### config.mk
export PLATFORM = sky130hd
export DESIGN_NAME = lsu_byte_master
export DESIGN_NICKNAME = d
export VERILOG_FILES = /design/src/rtl/lsu_byte_master.sv
export SDC_FILE = /design/constraint.sdc
export NUM_CORES = 1
export LEC_CHECK = 0
export ABC_AREA = 1
export BUFFER_PORTS_ARGS = -buffer_cell sky130_fd_sc_hd__buf_2
export CAP_MARGIN = 20
export CORE_ASPECT_RATIO = 2
export CORE_MARGIN = 5
export CORE_UTILIZATION = 55
export CTS_CLUSTER_SIZE = 14
export DETAILED_ROUTE_END_ITERATION = 6
export PLACE_DENSITY_LB_ADDON = 0.3
export SLEW_MARGIN = 20
export SYNTH_ARGS = -nofsm -noshare
export SYNTH_HDL_FRONTEND = slang
export SYNTH_SLANG_ARGS = --single-unit
### constraint.sdc
create_clock -name clk -period 3.3 [get_ports clk]
set_input_delay 0.165 -clock clk [delete_from_list [all_inputs] [get_ports clk]]
set_output_delay 0.165 -clock clk [all_outputs]
set_load 0.02 [all_outputs]
### src/rtl/lsu_byte_master.sv
// Load/store initiator: splits RV32I byte/half/word accesses into single-byte
// memory cycles and returns little-endian, sign/zero-extended load data.
module lsu_byte_master #(
    parameter int unsigned ADDR_W = 16
) (
    input  logic              clk,
    input  logic              rst_n,
    input  logic              req_valid,
    output logic              req_ready,
    input  logic              req_we,
    input  logic [2:0]        req_funct3,
    input  logic [31:0]       req_addr,
    input  logic [31:0]       req_wdata,
    output logic              rsp_valid,
    input  logic              rsp_ready,
    output logic [31:0]       rsp_rdata,
    output logic              mem_en,
    output logic              mem_we,
    output logic [ADDR_W-1:0] mem_addr,
    output logic [7:0]        mem_wdata,
    input  logic [7:0]        mem_rdata
);

    localparam int unsigned CNT_W = 2;

    typedef enum logic [2:0] {
        S_IDLE,
        S_WRITE,
        S_READ,
        S_WAIT,
        S_RESP
    } state_e;

    // Index of the last byte for a given size encoding (N-1).
    function automatic logic [CNT_W-1:0] last_idx(input logic [2:0] f3);
        case (f3)
            3'b000, 3'b100: return CNT_W'(0);
            3'b001, 3'b101: return CNT_W'(1);
            default:        return CNT_W'(3);
        endcase
    endfunction

    function automatic logic [31:0] extend(input logic [2:0] f3, input logic [31:0] raw);
        case (f3)
            3'b000:  return {{24{raw[7]}}, raw[7:0]};
            3'b100:  return {24'd0, raw[7:0]};
            3'b001:  return {{16{raw[15]}}, raw[15:0]};
            3'b101:  return {16'd0, raw[15:0]};
            default: return raw;
        endcase
    endfunction

    state_e             state_q, state_d;
    logic [CNT_W-1:0]   cnt_q, cnt_d;
    logic [2:0]         f3_q, f3_d;
    logic [ADDR_W-1:0]  addr_q, addr_d;
    logic [31:0]        wdata_q, wdata_d;
    logic [31:0]        rbuf_q, rbuf_d;
    logic [31:0]        rsp_rdata_q, rsp_rdata_d;
    logic               req_ready_q, req_ready_d;
    logic               rsp_valid_q, rsp_valid_d;
    logic               mem_en_q, mem_en_d;
    logic               mem_we_q, mem_we_d;
    logic [ADDR_W-1:0]  mem_addr_q, mem_addr_d;
    logic [7:0]         mem_wdata_q, mem_wdata_d;
    logic [31:0]        raw_word;

    logic unused_addr_hi;
    assign unused_addr_hi = ^req_addr[31:ADDR_W];

    always_ff @(posedge clk or negedge rst_n) begin
        if (!rst_n) begin
            state_q     <= S_IDLE;
            cnt_q       <= '0;
            f3_q        <= '0;
            addr_q      <= '0;
            wdata_q     <= '0;
            rbuf_q      <= '0;
            rsp_rdata_q <= '0;
            req_ready_q <= 1'b1;
            rsp_valid_q <= 1'b0;
            mem_en_q    <= 1'b0;
            mem_we_q    <= 1'b0;
            mem_addr_q  <= '0;
            mem_wdata_q <= '0;
        end else begin
            state_q     <= state_d;
            cnt_q       <= cnt_d;
            f3_q        <= f3_d;
            addr_q      <= addr_d;
            wdata_q     <= wdata_d;
            rbuf_q      <= rbuf_d;
            rsp_rdata_q <= rsp_rdata_d;
            req_ready_q <= req_ready_d;
            rsp_valid_q <= rsp_valid_d;
            mem_en_q    <= mem_en_d;
            mem_we_q    <= mem_we_d;
            mem_addr_q  <= mem_addr_d;
            mem_wdata_q <= mem_wdata_d;
        end
    end

    always_comb begin
        state_d     = state_q;
        cnt_d       = cnt_q;
        f3_d        = f3_q;
        addr_d      = addr_q;
        wdata_d     = wdata_q;
        rbuf_d      = rbuf_q;
        rsp_rdata_d = rsp_rdata_q;
        raw_word    = rbuf_q;

        case (state_q)
            S_IDLE: begin
                if (req_valid) begin
                    f3_d    = req_funct3;
                    addr_d  = req_addr[ADDR_W-1:0];
                    wdata_d = req_wdata;
                    cnt_d   = '0;
                    rbuf_d  = '0;
                    state_d = req_we ? S_WRITE : S_READ;
                end
            end
            S_WRITE: begin
                if (cnt_q == last_idx(f3_q)) begin
                    cnt_d       = '0;
                    rsp_rdata_d = '0;
                    state_d     = S_RESP;
                end else begin
                    cnt_d = cnt_q + CNT_W'(1);
                end
            end
            S_READ: begin
                // Read data lags the strobe by one cycle: capture the previous lane.
                if (cnt_q != '0) begin
                    rbuf_d[{cnt_q - CNT_W'(1), 3'b000} +: 8] = mem_rdata;
                end
                if (cnt_q == last_idx(f3_q)) begin
                    state_d = S_WAIT;
                end else begin
                    cnt_d = cnt_q + CNT_W'(1);
                end
            end
            S_WAIT: begin
                raw_word[{last_idx(f3_q), 3'b000} +: 8] = mem_rdata;
                rbuf_d      = raw_word;
                rsp_rdata_d = extend(f3_q, raw_word);
                cnt_d       = '0;
                state_d     = S_RESP;
            end
            S_RESP: begin
                if (rsp_ready) begin
                    state_d = S_IDLE;
                end
            end
            default: state_d = S_IDLE;
        endcase

        // Outputs are registered from the next-state view so they line up with state_q.
        req_ready_d = (state_d == S_IDLE);
        rsp_valid_d = (state_d == S_RESP);
        mem_en_d    = (state_d == S_WRITE) || (state_d == S_READ);
        mem_we_d    = (state_d == S_WRITE);
        mem_addr_d  = mem_en_d ? (addr_d + ADDR_W'(cnt_d)) : '0;
        mem_wdata_d = mem_we_d ? wdata_d[{cnt_d, 3'b000} +: 8] : 8'd0;
    end

    assign req_ready = req_ready_q;
    assign rsp_valid = rsp_valid_q;
    assign rsp_rdata = rsp_rdata_q;
    assign mem_en    = mem_en_q;
    assign mem_we    = mem_we_q;
    assign mem_addr  = mem_addr_q;
    assign mem_wdata = mem_wdata_q;

endmodule

# After elaboration in Yosys (flattened, before gate mapping)
# Index checks and enable logic that the tools add are counted.
[op_classes]
n_addsub = 5
mul = 0
div_mod_pow = 0
magnitude_cmp = 0
n_eq_ne = 15
n_shift = 5
mux = 28
bitwise = 0
n_reduce_logical = 12
[ops]
columns = ["cell", "n"]
rows = [
  ["$mux 32", 5],
  ["$pmux 32 s4", 1],
  ["$pmux 32 s3", 1],
  ["$bwmux 32", 2],
  ["$pmux 32 s2", 1],
  ["$shift 8x7->32 const A", 2],
  ["$shiftx 8x7->32", 2],
  ["$mux 16", 3],
  ["$shiftx 32x6->8", 1],
  ["$add 16x2->16", 1],
  ["$pmux 3 s5", 1],
  ["$mux 2", 7],
  ["$neg 5->7", 2],
  ["$eq 3x3->1 const B", 4],
  ["$mux 3", 4],
  ["$eq 3x1->1 const B", 3],
  ["$eq 3x2->1 const B", 3],
  ["$logic_not 3->1", 3],
  ["$mux 8", 1],
  ["$pmux 2 s4", 1],
  ["$ne 2x2->1 const B", 3],
  ["$eq 2x2->1", 2],
  ["$pmux 2 s2", 1],
  ["$reduce_and 2->1", 2],
  ["7 further kinds", 9],
]
[word_totals]
ff_bits = 148
latch_bits = 0
ram_bits = 0
rom_bits = 0
inputBits = 80
out_inout_bits = 60
wordCells = 78
mem_count = 0

# Logic depth before layout (Yosys ltp)
# Gate-level depths: netlist (run 1).
[logic_depth]
ltp_word = 10
mapped_depth = 21

# Worst setup path before layout (run 1)
# Ideal clock, no wire load.
[synth_path]
path_kind = "register -> register"
startpoint = "register state_q[0]"
endpoint = "register mem_addr_q[12] (netlist: mem_addr[12])"
setup_ns = 0.117
arrival_ns = 2.502
required_ns = 3.183
setup_slack_ns = 0.682
path_stages_with_launch = 19
path_buffers = 2
synth_period_minus_slack_ns = 2.618
cell_sequence = "dfrtp_1 inv_2 nand2_1 nor2_2 buf_2 nand3_2 nand3_4 buf_6 ha_1 inv_1 fa_1 inv_1 nand3_1 nor2_4 nand2_2 clkinv_1 nand3_1 nor2_1 nor2_1"
[synth_via]
elab_cells_between_ends = 17
cone_classes = "1 x add/sub; 6 x eq/ne; 8 x mux; 2 x reduce/logical"
[synth_rtl]
columns = ["element", "line", "rtl"]
rows = [
  ["from (decl)", "53", "state_e state_q, state_d;"],
  ["from (signal assigned)", "87", "state_q <= state_d;"],
  ["$eq 3x2->1, or another cell as far along", "113", "case (state_q)"],
  ["$pmux 2 s4 (*)", "113", ""],
  ["net cnt_d[0]", "54", "logic [CNT_W-1:0] cnt_q, cnt_d;"],
  ["$add 16x2->16 (*)", "164", "mem_addr_d = mem_en_d ? (addr_d + ADDR_W'(cnt_d)) : '0;"],
  ["$mux 16 (*)", "164", ""],
  ["net mem_addr_d[12]", "64", "logic [ADDR_W-1:0] mem_addr_q, mem_addr_d;"],
  ["to (signal assigned)", "98", "mem_addr_q <= mem_addr_d;"],
  ["to (decl)", "64", ""],
]
# The timed path passes the listed nets; every way through them passes the cells marked *.
# A chain may end at the register's enable or synchronous reset.

# Worst setup path in the final report (run 1)
[layout_path]
startpoint = "register cnt_q[0]"
endpoint = "register mem_addr_q[12] (netlist: mem_addr[12])"
[layout_via]
elab_chain_cells = 6
elab_cells_between_ends = 15
cone_classes = "2 x add/sub; 4 x eq/ne; 8 x mux; 1 x reduce/logical"
[layout_rtl]
columns = ["element", "line", "rtl"]
rows = [
  ["from (decl)", "54", ""],
  ["from (signal assigned)", "88", "cnt_q <= cnt_d;"],
  ["parallel branches: the longest is 5 deep, another holds $add 16x2->16", "--", ""],
  ["$mux 16 (*)", "164", ""],
  ["net mem_addr_d[12]", "64", ""],
]
# Mark *: on every way through the listed nets, which the timed path passes.

==> flow_metrics.tcl, run 1 <==
set metrics [dict create \
    setup_slack_ns 0.4686 \
    track_usage_pct 24.79 \
    yosys_warnings 0 \
    met1_usage_pct 27.49 \
    p_comb_share_pct 47.0 \
    dp_hpwl_mm 12.71 \
    wirelength_mm 17.84 \
    cts_num_sinks 140 \
    drt_iter0_drc 270 \
    grt_remaining_overflow 0 \
    slew-limit-headroom_pct 37.63 \
    grt_pass1_vias 5994 \
    maxCapViolCount 0 \
    drive_above_1_share_pct 22.72 \
    required_ns 3.66 \
    post-route-min-period_ns 2.831 \
    place_ws_ns 0.5115 \
    gr-usage-met2_pct 42.98 \
    wire_per_inst_um 15.71 \
    hold_path.class "in2reg" \
    place_congestion 0.9130 \
    ir_worst_vdd_v 0.0005900 \
    seqPwrFrac_pct 30.6 \
    avgSynthCellArea_um2 8.179 \
    syn-num-nets 937 \
    htree_levels 4 \
    period_share_pct 85.80 \
    syn_to_final_growth_pct 20.14 \
    ios 140 \
    yosysUniqueCellTypes 41 \
    antenna_found_initial 0 \
    ys.flop_type "dfrtp_1" \
    dr.pass1.iters 5 \
    grt_use_met3_pct 4.433 \
    path_max_fanout 17 \
    finalSetupViolCount 0 \
    status "finished clean" \
    fin_hold_ws_ns 0.008422 \
    core_area_um2 12480 \
    clock-skew-final_ns 0.01158 \
    path_class "reg2reg" \
    drc_errors 0 \
    nets 1061 \
    fp-row-count 58 \
    stdcell_count 1136 \
    setup_tns_ns 0 \
    routed_via_density 5.412 \
    worstMarginPinSlew_ns 0.9288 \
    switching_power_mw 3.793 \
    p_total_mw 8.545 \
    finish.utilization_pct 66.84 \
    power.leakage_nw 4.263 \
    rsz0062_at_grt "false" \
    clockPowerShare_pct 22.4 \
    grt_pass1_wl_mm 28.85 \
    tritoncts "built" \
    synth-seq-area-share_pct 50.47 \
    powerDensity_nw_per_um2 1024 \
    fillerInstances 1084 \
    die-area_um2 15110 \
    crit_arrival_ns 3.19 \
    grt.busiest_layer "met2" \
    hold_viol 0 \
    antenna_cells 0 \
    worstSkewPairLatency_ns 0.43 \
    cts_root_buf "clkbuf_16" \
    clk_pin_slew_ns 0.07 \
    chipHeight_um 168.9 \
    cts_hold_buf 8 \
    slew_violations 0 \
    internal_power_mw 4.752 \
    post_cts_buffers 0 \
    place_area_um2 7675 \
    post_cts_resize_count 0 \
    synth-edff-count 0 \
    dieWidth_um 89.46 \
    placedCellCount 1096 \
    ys_ff_latch 140 \
    portBuffers 123 \
    end_kind "flop" \
    dr_total_vias 6148 \
    clk_path_buf_depth 2 \
    postSynthCellCount 849 \
    fmax_ghz 0.3532 \
    cp-start-kind "flop" \
    ant_nets 0 \
    swShare_pct 44.39 \
    start_util_pct 55.63 \
    stdcell_area_um2 8343 \
    synth_area_um2 6944 \
    cts_made_buffers 17 \
    grt_max_degree 78 \
    async_reset_ff_share_pct 100.0 \
]
sequential cells by signal, summed over array words and instances (netlist names):
name and flops:
rsp_valid 1, mem_en 1, mem_addr 16, mem_wdata 8, cnt_q 2, rsp_rdata 32, mem_we 1, state_q 3
req_ready 1, addr_q 16, wdata_q 32, rbuf_q 24, f3_q 3
critical path, stage by stage, from the launching register on:
cell and delay, ns:
dfrtp_1 0.46, inv_2 0.18, o21ai_1 0.16, nand3_2 0.14, nand2_2 0.08, nand2_2 0.08, nand2_4 0.14, nand3_4 0.11
ha_1 0.16, inv_1 0.05, fa_1 0.35, inv_1 0.09, nand3_1 0.13, nor2_4 0.16, nand2_2 0.09, clkinv_1 0.09
nand3_1 0.09, nand2_1 0.07, nand2_1 0.05, nor2_1 0.08
layer usage:
metal / share of wire (%) / up-vias
met5: 0 / -
met2: 54 / 208
met1: 36 / 2865
met3: 5.1 / 55
li1: - / 3020
met4: 5.2 / 0
cells in the mapped netlist (7+ instances only):
cell type / n / share of area [%]
nor2_2: 7 / 0.63
inv_1: 111 / 6.0
nand4_1: 21 / 1.9
nor3_1: 10 / 0.72
buf_1: 7 / 0.38
ha_1: 7 / 1.3
nand2_2: 12 / 1.1
a21oi_1: 21 / 1.5
o22ai_1: 8 / 0.72
a211oi_1: 8 / 0.86
dfrtp_1: 139 / 50
nand3_1: 66 / 4.8
inv_2: 11 / 0.59
or2_2: 9 / 0.81
o21ai_0: 92 / 6.6
or2_0: 10 / 0.90
nor2_1: 76 / 4.1
clkbuf_1: 17 / 0.92
o21ai_1: 16 / 1.2
nand2_1: 139 / 7.5
buf_2: 8 / 0.58
a31oi_1: 16 / 1.4
layout by cell type (no fill, tap or decap), types with 9 or more instances in the layout:
master     synthesis  final
nand2_1          139    139
dfrtp_1          139    139
buf_2              8    122
inv_1            111    111
o21ai_0           92     92
nor2_1            76     76
nand3_1           66     66
a21oi_1           21     21
nand4_1           21     21
clkbuf_16          0     17
o21ai_1           16     16
a31oi_1           16     16
buf_4              3     13
nand2_2           12     12
inv_2             11     11
or2_0             10     10
nor3_1            10     10
or2_2              9      9
power by group through the flow:
stage	combinational (mW)	sequential (mW)	clock, mW
6_report	4.02	2.61	1.91
5_1_grt	4.50	2.68	2.01
4_1_cts	4.03	2.62	1.93
3_5_place_dp	3.98	2.65	0
3_3_place_gp	3.92	2.63	0
2_1_floorplan	2.64	2.92	0
final cells by class:
| class | count | area [um^2] | area share (%) |
|---|---|---|---|
| Multi-Input combinational cell | 545 | 2778 | 33.29 |
| Timing Repair Buffer | 145 | 819.5 | 9.823 |
| Clock inverter | 14 | 158.9 | 1.905 |
| Clock buffer | 18 | 429.2 | 5.144 |
| Inverter | 124 | 465.4 | 5.579 |
| Sequential cell | 140 | 3505 | 42.01 |
| Tap cell | 150 | 187.7 | 2.250 |
logic make-up after synthesis:
logic type / after synthesis / synth area share (%)
xor+xnor: 1 / 0.1261
flops: 140 / 50.47
simple gates: 361 / 24.25
compound gates: 175 / 14.07
buf+inv: 164 / 9.532
fa+ha+maj: 8 / 1.550
path summary, 6_finish.rpt:
path | start | endpoint | slack, ns | cells after the start
worst max-delay path | cnt_q[0] | mem_addr[12] | 0.47 | 19
worst min-delay path | req_wdata[25] | wdata_q[25] | 0.008 | 3
worst max register to register | cnt_q[0] | mem_addr[12] | 0.47 | 19
worst min register to register | rbuf_q[19] | rbuf_q[19] | 0.48 | 2
max in group asynchronous | rst_n | rsp_rdata[0] | 2.16 | 3
min in group asynchronous | rst_n | mem_addr[8] | 0.34 | 2
Power figures use the tool's default switching activity.
==> run 2, diff against run 1 <==
CORE_UTILIZATION = 57   (was 55)
CTS_BUF_LIST = sky130_fd_sc_hd__clkbuf_4   (was default)
==> flow_metrics.tcl, run 2 (synthesis results as in run 1) <==
set metrics [dict create \
    status "finished clean" \
    dr.pass1.iters 5 \
    path_cells "nor2_1 -> nand2_1 -> nand3_2 -> nand2_2 -> nand2_2 -> nand2_4 -> nand3_4 -> ha_1 -> inv_1 -> fa_1 -> inv_1 -> nand3_1 -> nor2_4 -> nand2_2 -> nor2_2 -> nand2_1 -> nand2_1 -> nand2_1 -> nor2_1" \
    period_share_pct 87.69 \
    powerDensity_nw_per_um2 916.1 \
    slew_violations 0 \
    rsz0062_at_grt "false" \
    cts_root_buf "clkbuf_4" \
    worstMarginPinSlew_ns 1.018 \
    ant_nets 0 \
    wl_met3_um 900 \
    wire_per_inst_um 15.94 \
    routed_via_density 5.436 \
    setup_tns_ns 0 \
    crit_arrival_ns 3.35 \
    tritoncts "built" \
    power.leakage_nw 4.351 \
    hold_viol 0 \
    end_kind "flop" \
    grt_max_degree 66 \
    die-area_um2 14620 \
    ir_worst_vdd_v 0.0005477 \
    maxCapViolCount 0 \
    hold_path.class "in2reg" \
    fmax_ghz 0.3456 \
    startpoint "f3_q[1]" \
    worstSkewPairLatency_ns 0.53 \
    r2r-start "f3_q[1]" \
    path_class "reg2reg" \
    htree_levels 4 \
    nets 1115 \
    wl_met1_mm 6.998 \
    drt_iter0_drc 351 \
    chipHeight_um 166.1 \
    fp-row-count 57 \
    slew-limit-headroom_pct 31.66 \
    start_util_pct 57.61 \
    syn_to_final_growth_pct 23.42 \
    post_cts_resize_count 0 \
    drc_errors 0 \
    grt_pass1_wl_mm 31.33 \
    critPathTopFamily "simple AND/OR/NAND/NOR gates" \
    final_cell_mix "nand2_1, dfrtp_1, buf_2, inv_1, o21ai_0" \
    antenna_found_initial 2 \
    p_total_mw 7.852 \
    cts_num_sinks 140 \
    met2_length_mm 10.37 \
    seq_area_um2 3505 \
    place_congestion 0.8986 \
    dp_hpwl_mm 12.76 \
    track_usage_pct 27.07 \
    clk_pin_slew_ns 0.13 \
    crit_path_max_incr_delay_ns 0.46 \
    portBuffers 123 \
    post-route-min-period_ns 2.894 \
    path_max_fanout 17 \
    fillerInstances 965 \
    hold_start "req_addr[14]" \
    dr_total_vias 6458 \
    top_layer "met4" \
    multi_input_area_um2 2778 \
    clk_path_buf_depth 2 \
    drive_above_1_share_pct 21.63 \
    grt_remaining_overflow 0 \
    clock-skew-final_ns 0.02663 \
    cts_made_buffers 17 \
    required_ns 3.76 \
    cp-start-kind "flop" \
    critPathBufInv 2 \
    cpMaxStageDelayCell "dfrtp_1" \
    fin_hold_ws_ns 0.06293 \
    ios 140 \
    grt_pass1_vias 6488 \
    dieWidth_um 88.05 \
    finalSetupViolCount 0 \
    cp_common_cell "nand2_1" \
    core_area_um2 12050 \
    post_cts_buffers 0 \
    wirelength_mm 18.93 \
]
-- run 2: worst reg2reg max path: stages (launching register included) --
cell	delay, ns
dfrtp_1	0.46
nor2_1	0.28
nand2_1	0.14
nand3_2	0.14
nand2_2	0.08
nand2_2	0.08
nand2_4	0.13
nand3_4	0.10
ha_1	0.16
inv_1	0.06
fa_1	0.36
inv_1	0.08
nand3_1	0.13
nor2_4	0.16
nand2_2	0.09
nor2_2	0.11
nand2_1	0.06
nand2_1	0.05
nand2_1	0.05
nor2_1	0.12
-- run 2: repair_timing --
item                                    4_1_cts  5_1_grt
endpoints found under the hold margin       128        0
endpoints found under the setup margin        0        0
hold buffers                                 61        0
-- run 2: where the power goes --
part | switching (mW) | internal, mW | leakage, nW
Clock | 0.647 | 0.459 | 0.143
Sequential | 0.262 | 2.36 | 1.75
Combinational | 2.82 | 1.31 | 2.46
Total | 3.72 | 4.13 | 4.35
-- run 2: layout make-up --
cell class / instances / area share, %
diodes: 1 / 0.02920
clock buffers: 18 / 1.577
clock inverters: 14 / 1.679
inverters: 124 / 5.431
multi-input cells: 545 / 32.41
flip-flops and latches: 140 / 40.89
well taps: 147 / 2.146
repair buffers: 199 / 15.84
-- run 2: path summary, 6_finish.rpt --
| path | to | slack [ns] | depth (start not counted) |
|---|---|---|---|
| max in group asynchronous | req_ready | 2.28 | 3 |
| worst min register to register | rbuf_q[19] | 0.50 | 2 |
| worst max register to register | mem_addr[14] | 0.41 | 19 |
| worst min-delay path | addr_q[14] | 0.06 | 5 |
| worst max-delay path | mem_addr[14] | 0.41 | 19 |
| min in group asynchronous | mem_addr[12] | 0.22 | 2 |
-- run 2: layer usage --
layer	up-vias	track usage [%]
met5	-	0
met4	0	10.26
met3	46	5.214
met2	206	48.55
met1	3077	30.90
li1	3129	-
-- run 2: metrics by stage --
stage          std cells  setup WS (ns)  area [um^2]  util, %
2_1_floorplan        849         0.6815         6944        -
3_3_place_gp        1094         0.5434         7679    63.71
3_5_place_dp        1094         0.4499         7679    63.71
4_1_cts             1187         0.4228         8568    71.09
5_1_grt             1188         0.1113         8571    71.11
6_report            1188         0.4062         8571    71.11
